--- config.mk ---
export PLATFORM = sky130hd
export DESIGN_NAME = clkdiv_bank_flat
export DESIGN_NICKNAME = d
export VERILOG_FILES = /design/src/rtl/clkdiv_pkg.sv /design/src/rtl/clkdiv_bank_if.sv /design/src/rtl/clkdiv_channel.sv /design/src/rtl/clkdiv_bank.sv /design/src/flat_wrapper.sv
export SDC_FILE = /design/constraint.sdc
export NUM_CORES = 1
export LEC_CHECK = 0
export ABC_AREA = 1
export CAP_MARGIN = 10
export CORE_MARGIN = 2
export CORE_UTILIZATION = 40
export CTS_CLUSTER_SIZE = 8
export DETAILED_ROUTE_END_ITERATION = 8
export GPL_ROUTABILITY_DRIVEN = 0
export SLEW_MARGIN = 5
export SYNTH_ARGS = -nofsm -noshare
export SYNTH_HDL_FRONTEND = slang
export SYNTH_SLANG_ARGS = --single-unit
--- constraint.sdc ---
create_clock -name clk -period 7.94 [get_ports clk]
set_input_delay 1.191 -clock clk [delete_from_list [all_inputs] [get_ports clk]]
set_output_delay 1.191 -clock clk [all_outputs]
set_load 0.005 [all_outputs]
--- src/rtl/clkdiv_pkg.sv ---
// clkdiv_pkg: shared constants, types and helpers for the clkdiv_bank divider.
// The optional per-channel gate is enabled with the CLKDIV_GATE_EN macro.
package clkdiv_pkg;

  // Default divisor/counter width.
  localparam int CNT_W_DEF = 32;

  // Divisor value at the default width.
  typedef logic [CNT_W_DEF-1:0] div_t;

  // Width of the channel-select field: clog2(num_ch), never below 1.
  function automatic int ch_sel_w(input int num_ch);
    return (num_ch <= 2) ? 1 : $clog2(num_ch);
  endfunction

endpackage

--- src/rtl/clkdiv_bank_if.sv ---
// clkdiv_bank_if: divisor-write / restart control bus and per-channel outputs.
// Signalling: wr_en and restart are single-cycle strobes sampled on the rising
// clock edge; there is no ready/backpressure, a write is always accepted (or
// silently dropped when wr_ch is out of range). div_busy reports that a
// written divisor is still waiting for its channel's next period boundary.
interface clkdiv_bank_if
  import clkdiv_pkg::*;
#(
  parameter int NUM_CH = 4,
  parameter int CNT_W  = CNT_W_DEF
);
  localparam int SEL_W = ch_sel_w(NUM_CH);

  logic              wr_en;
  logic [SEL_W-1:0]  wr_ch;
  logic [CNT_W-1:0]  wr_div;
  logic              restart;
  logic [NUM_CH-1:0] tick;
  logic [NUM_CH-1:0] clk_out;
  logic [NUM_CH-1:0] div_busy;

  // Controller side: issues writes/restarts, observes the enables.
  modport master (
    output wr_en, wr_ch, wr_div, restart,
    input  tick, clk_out, div_busy
  );

  // Divider side.
  modport slave (
    input  wr_en, wr_ch, wr_div, restart,
    output tick, clk_out, div_busy
  );
endinterface

--- src/rtl/clkdiv_channel.sv ---
// clkdiv_channel: one divide-by-N channel. Counts 0..N-1, applies a pending
// divisor only at a period boundary (or at once when stopped/restarted) and
// registers tick/clk_out from next-state so the outputs come straight off flops.
// With CLKDIV_GATE_EN defined, en_i freezes the channel; otherwise en_i is tied high.
module clkdiv_channel #(
  parameter int          CNT_W       = 32,
  parameter int unsigned DEFAULT_DIV = 4
) (
  input  logic             clk_i,
  input  logic             rst_ni,
  input  logic             en_i,
  input  logic             restart_i,
  input  logic             wr_i,
  input  logic [CNT_W-1:0] wr_div_i,
  output logic             tick_o,
  output logic             clk_out_o,
  output logic             busy_o
);

  logic [CNT_W-1:0] cnt_q, cnt_d;
  logic [CNT_W-1:0] div_q, div_d;
  logic [CNT_W-1:0] pend_q, pend_d;
  logic             pend_valid_q, pend_valid_d;
  logic             started_q, started_d;
  logic             tick_q, tick_d;
  logic             clk_out_q, clk_out_d;
  logic             wrap;

  // Period boundary: last count of a running channel.
  assign wrap = (div_q != '0) && (cnt_q == div_q - CNT_W'(1));

  // Next-state: counter, divisor hand-over, pending capture and output decode.
  always_comb begin
    cnt_d        = cnt_q;
    div_d        = div_q;
    pend_d       = pend_q;
    pend_valid_d = pend_valid_q;
    started_d    = started_q;
    tick_d       = tick_q;
    clk_out_d    = clk_out_q;

    if (!started_q) begin
      // First edge out of reset: count 0 is presented in the following cycle.
      started_d = 1'b1;
      cnt_d     = '0;
    end else if (restart_i) begin
      cnt_d = '0;
      if (pend_valid_q) begin
        div_d        = pend_q;
        pend_valid_d = 1'b0;
      end
    end else if (en_i) begin
      if ((div_q == '0) || wrap) begin
        cnt_d = '0;
        if (pend_valid_q) begin
          div_d        = pend_q;
          pend_valid_d = 1'b0;
        end
      end else begin
        cnt_d = cnt_q + CNT_W'(1);
      end
    end

    // A write always lands in pending; it cannot be consumed on this edge.
    if (wr_i) begin
      pend_d       = wr_div_i;
      pend_valid_d = 1'b1;
    end

    if (started_q && !en_i && !restart_i) begin
      tick_d    = 1'b0;
      clk_out_d = clk_out_q;
    end else begin
      tick_d    = (div_d != '0) && (cnt_d == div_d - CNT_W'(1))
                  && !(started_q && restart_i);
      clk_out_d = (cnt_d < (div_d >> 1));
    end
  end

  // State register with synchronous active-low reset.
  always_ff @(posedge clk_i) begin
    if (!rst_ni) begin
      cnt_q        <= '0;
      div_q        <= CNT_W'(DEFAULT_DIV);
      pend_q       <= CNT_W'(DEFAULT_DIV);
      pend_valid_q <= 1'b0;
      started_q    <= 1'b0;
      tick_q       <= 1'b0;
      clk_out_q    <= 1'b0;
    end else begin
      cnt_q        <= cnt_d;
      div_q        <= div_d;
      pend_q       <= pend_d;
      pend_valid_q <= pend_valid_d;
      started_q    <= started_d;
      tick_q       <= tick_d;
      clk_out_q    <= clk_out_d;
    end
  end

  assign tick_o    = tick_q;
  assign clk_out_o = clk_out_q;
  assign busy_o    = pend_valid_q;

endmodule

--- src/rtl/clkdiv_bank.sv ---
// clkdiv_bank: NUM_CH independent run-time programmable clock-enable dividers.
// The top only decodes wr_ch into per-channel write strobes and fans out restart.
// Define CLKDIV_GATE_EN to add the per-channel ch_en freeze input.
module clkdiv_bank
  import clkdiv_pkg::*;
#(
  parameter int          NUM_CH      = 4,
  parameter int          CNT_W       = CNT_W_DEF,
  parameter int unsigned DEFAULT_DIV = 4
) (
  input logic                clk,
  input logic                rst_n,
`ifdef CLKDIV_GATE_EN
  input logic [NUM_CH-1:0]   ch_en,
`endif
  clkdiv_bank_if.slave       bus
);

  localparam int SEL_W = ch_sel_w(NUM_CH);

  logic [NUM_CH-1:0] en;
  logic [NUM_CH-1:0] tick_w;
  logic [NUM_CH-1:0] clk_out_w;
  logic [NUM_CH-1:0] busy_w;

`ifdef CLKDIV_GATE_EN
  assign en = ch_en;
`else
  assign en = '1;
`endif

  for (genvar i = 0; i < NUM_CH; i++) begin : g_ch
    logic wr_sel;
    // Out-of-range wr_ch matches no channel, so such writes are dropped.
    assign wr_sel = bus.wr_en && (bus.wr_ch == SEL_W'(i));

    clkdiv_channel #(
      .CNT_W       (CNT_W),
      .DEFAULT_DIV (DEFAULT_DIV)
    ) u_ch (
      .clk_i     (clk),
      .rst_ni    (rst_n),
      .en_i      (en[i]),
      .restart_i (bus.restart),
      .wr_i      (wr_sel),
      .wr_div_i  (bus.wr_div),
      .tick_o    (tick_w[i]),
      .clk_out_o (clk_out_w[i]),
      .busy_o    (busy_w[i])
    );
  end

  assign bus.tick     = tick_w;
  assign bus.clk_out  = clk_out_w;
  assign bus.div_busy = busy_w;

endmodule

--- src/flat_wrapper.sv ---
// flat-port wrapper written by rule: the top's interface ports become plain ports
module clkdiv_bank_flat import clkdiv_pkg::*;
#(
  parameter int          NUM_CH      = 4,
  parameter int          CNT_W       = CNT_W_DEF,
  parameter int unsigned DEFAULT_DIV = 4
)
  (clk, rst_n, bus_wr_en, bus_wr_ch, bus_wr_div, bus_restart, bus_tick, bus_clk_out, bus_div_busy);
  clkdiv_bank_if #(.NUM_CH(NUM_CH), .CNT_W(CNT_W)) bus_i ();
  input logic clk;
  input logic rst_n;
  input wire logic [$bits(bus_i.wr_en)-1:0] bus_wr_en;
  input wire logic [$bits(bus_i.wr_ch)-1:0] bus_wr_ch;
  input wire logic [$bits(bus_i.wr_div)-1:0] bus_wr_div;
  input wire logic [$bits(bus_i.restart)-1:0] bus_restart;
  output wire logic [$bits(bus_i.tick)-1:0] bus_tick;
  output wire logic [$bits(bus_i.clk_out)-1:0] bus_clk_out;
  output wire logic [$bits(bus_i.div_busy)-1:0] bus_div_busy;
  assign bus_i.wr_en = bus_wr_en;
  assign bus_i.wr_ch = bus_wr_ch;
  assign bus_i.wr_div = bus_wr_div;
  assign bus_i.restart = bus_restart;
  assign bus_tick = bus_i.tick;
  assign bus_clk_out = bus_i.clk_out;
  assign bus_div_busy = bus_i.div_busy;
  clkdiv_bank #(.NUM_CH(NUM_CH), .CNT_W(CNT_W), .DEFAULT_DIV(DEFAULT_DIV)) u_core (.clk(clk), .rst_n(rst_n), .bus(bus_i));
endmodule
==> results.cfg <==
[run_status]
status = finished clean

[floorplanning]
die_height_um = 289
start_util_pct = 40.4
core_area_um2 = 80400
die_x_um = 289
io_pins = 50
dieArea_um2 = 83500
fp-row-count = 104

[finish]
drive_gt1_share_pct = 6.65
insertedDiodeCount = 0
final_util_pct = 43.8
area_growth_pct = 8.28
nets = 5471
nFillCells = 8705
mostFrequentLayoutCell = nand2_1
most-common-layout-cells = nand2_1, nor2_1, inv_1

[clocking]
path_clk_slew_ns = 0.05
cts.repair.resized = 0
hold_buffers = 0
cts_root_buf = clkbuf_16
clkLatencyLatePin_ns = 0.64
cts.htree.levels = 2
post-cts-setup-buffers = 0
cts_tree = yes
cts_sinks = 397
cts_buffer_depth = 3
cts-buffers-inserted = 57

[worst_setup_path]
r2r_start = u_core.g_ch[3].u_ch.div_q[0]
cp-end-kind = flop
cpPeakStageDelay_ns = 0.78
rrSetupSlack_ns = 2.34
crit_top_cell = nand2_1
critical_path_class = flop to flop
reg2reg_to = u_core.g_ch[3].u_ch.clk_out_o
critical_path.startpoint = u_core.g_ch[3].u_ch.div_q[0]
crit_required_ns = 8.49
start_kind = flop
slowest_stage = nand3_2
r2r_cells = 26
arrival_ns = 6.16
critPathMaxFanout = 41

[yosys]
yosysTopAreaCellShare_pct = 24.5
synth_ff_type = dfxtp_1
ys_seq_area_share_pct = 24.5
yosysWarnings = 0
synth_cell_types = 61
postSynthCellCount = 5346
synth_seq_cells = 397
synth.largest_area_cell = dfxtp_1
synthTopCellsByArea = dfxtp_1, nand2_1, nor2_1, inv_1, xor2_1
synth_edf_count = 0
syn_area_per_cell_um2 = 6.08
async_flop_share_pct = 0
netlist_area_um2 = 32500
syn-num-nets = 5508

[sta]
hold_violations = 0
slew_headroom_pct = 16.1
slew_viol_final = 0
tightest_slew_ns = 1.26
setup_tns_ns = 0
period_needed_ns = 5.60
post-route-period-util_pct = 70.6
fmax_mhz = 178
fin_skew_ns = 0.0261
finalSetupViolations = 0
rsz0062_at_grt = no
worst_slack_ns = 2.34

[route]
route.vias.total = 34014
dr.pass1.iters = 5
drt_wl_total_um = 118000
routed_via_density = 5.33
wl_per_cell_um = 18.4
drtAntennaViolNets = 0
drc_errors = 0
drt_iter0_drc = 3130

[global_route]
antenna_found_initial = 4
grt_overflow_total = 0
grt.total_usage_pct = 27.6
grt_max_degree = 128
grt_pass1_vias = 31368
grt_pass1_wl_um = 180000

[power]
power.density_cell_area_nw_per_um2 = 148
irDropWorstVdd_mv = 0.155
leakage_nw = 17.4

[job]
cap_viol_max_count = 0

[min_path]
min-delay-path-class = flop to flop
whs_endpoint = u_core.g_ch[1].u_ch.pend_q[25]
hold_start = u_core.g_ch[1].u_ch.pend_q[25]
hold_depth = 2

[placed_design]
dp_worst_setup_slack_ns = 2.21
dpl.hpwl_um = 92600
port_buffers = 49
==> synth_stat cells, types with 7 or more instances <==
cell type and n:
clkinv_1 11, a31oi_1 12, nand2_2 49, xnor3_1 9, nand2_4 9, clkbuf_1 103, o21ai_1 20, nand3b_1 29
buf_2 22, nor2_4 25, dfxtp_1 397, o21ai_0 210, xnor2_1 86, a21oi_1 139, nor4_1 63, nor3_1 97
nand4_1 203, o211ai_1 7, nor2_2 64, inv_2 34, xor2_1 192, nand2_1 1394, o21ai_2 13, o21bai_1 8
o21ai_4 10, or2_2 20, buf_4 18, ha_1 124, nor2_1 961, nand3_1 333, nand3_2 13, buf_6 18
inv_1 587
==> state kept, by name, summed over array words and instances (netlist names) <==
signal,count
u_core.g_ch.u_ch.cnt_q,128
u_core.g_ch.u_ch.div_q,128
u_core.g_ch.u_ch.tick_o,4
u_core.g_ch.u_ch.busy_o,4
u_core.g_ch.u_ch.clk_out_o,4
u_core.g_ch.u_ch.pend_q,128
u_core.g_ch.u_ch.started_q,1
==> routing by layer <==
metal  wire (µm)  global-route usage, %
met5           0                      0
met4        4520                   9.96
met3        7710                   3.31
met2       52700                   45.1
met1       52800                   37.2
==> area by class of cell <==
class | count | area [µm²] | share of cell area [%]
Timing Repair Buffer | 73 | 668 | 1.90
Tap cell | 1060 | 1330 | 3.77
Sequential cell | 397 | 7950 | 22.6
Clock inverter | 3 | 41.3 | 0.117
Clock buffer | 72 | 1530 | 4.36
Multi-Input combinational cell | 4147 | 21300 | 60.5
Inverter | 633 | 2390 | 6.78
==> per-stage QoR <==
step                      instances  hold slack (ns)  cell area, µm²  power, mW
after detailed placement       6310            0.448           33600       2.92
after floorplan                5346            0.429           32500       2.69
after global placement         6310            0.442           33600       2.92
final                          6385            0.458           35200       5.19
after global routing           6385            0.476           35200       5.39
after CTS                      6385            0.456           35200       5.21
==> how the worst max path moves through the flow <==
| stage | cells after the start | endpoint |
|---|---|---|
| 2_1_floorplan | 30 | u_core.g_ch[2].u_ch.tick_o |
| 3_3_place_gp | 15 | u_core.g_ch[3].u_ch.clk_out_o |
| 3_5_place_dp | 15 | u_core.g_ch[3].u_ch.clk_out_o |
| 4_1_cts | 26 | u_core.g_ch[3].u_ch.clk_out_o |
| 5_1_grt | 25 | u_core.g_ch[3].u_ch.clk_out_o |
| 6_report | 26 | u_core.g_ch[3].u_ch.clk_out_o |
==> worst max-delay path: cells and delay by family (launching register included) <==
kind            cells  cell delay [ns]
simple gates       17             2.80
flops               1             0.30
fa+ha+maj           2             0.67
compound gates      5             1.09
buf+inv             2             0.63
==> power breakdown <==
| group | leakage, nW | internal, mW | switching (mW) | total (mW) |
|---|---|---|---|---|
| sequential | 3.22 | 2.04 | 0.0510 | 2.09 |
| combinational | 13.4 | 0.234 | 0.571 | 0.805 |
| clock | 0.768 | 1.32 | 0.970 | 2.29 |
==> cells by family after synthesis <==
| logic type | Yosys count | share of synthesized area, % |
|---|---|---|
| buf+inv | 802 | 10.1 |
| compound gates | 438 | 7.56 |
| simple gates | 3290 | 44.8 |
| xor+xnor | 287 | 8.12 |
| flops | 397 | 24.5 |
| mux | 8 | 0.262 |
| fa+ha+maj | 124 | 4.77 |
Power figures use the tool's default switching activity.
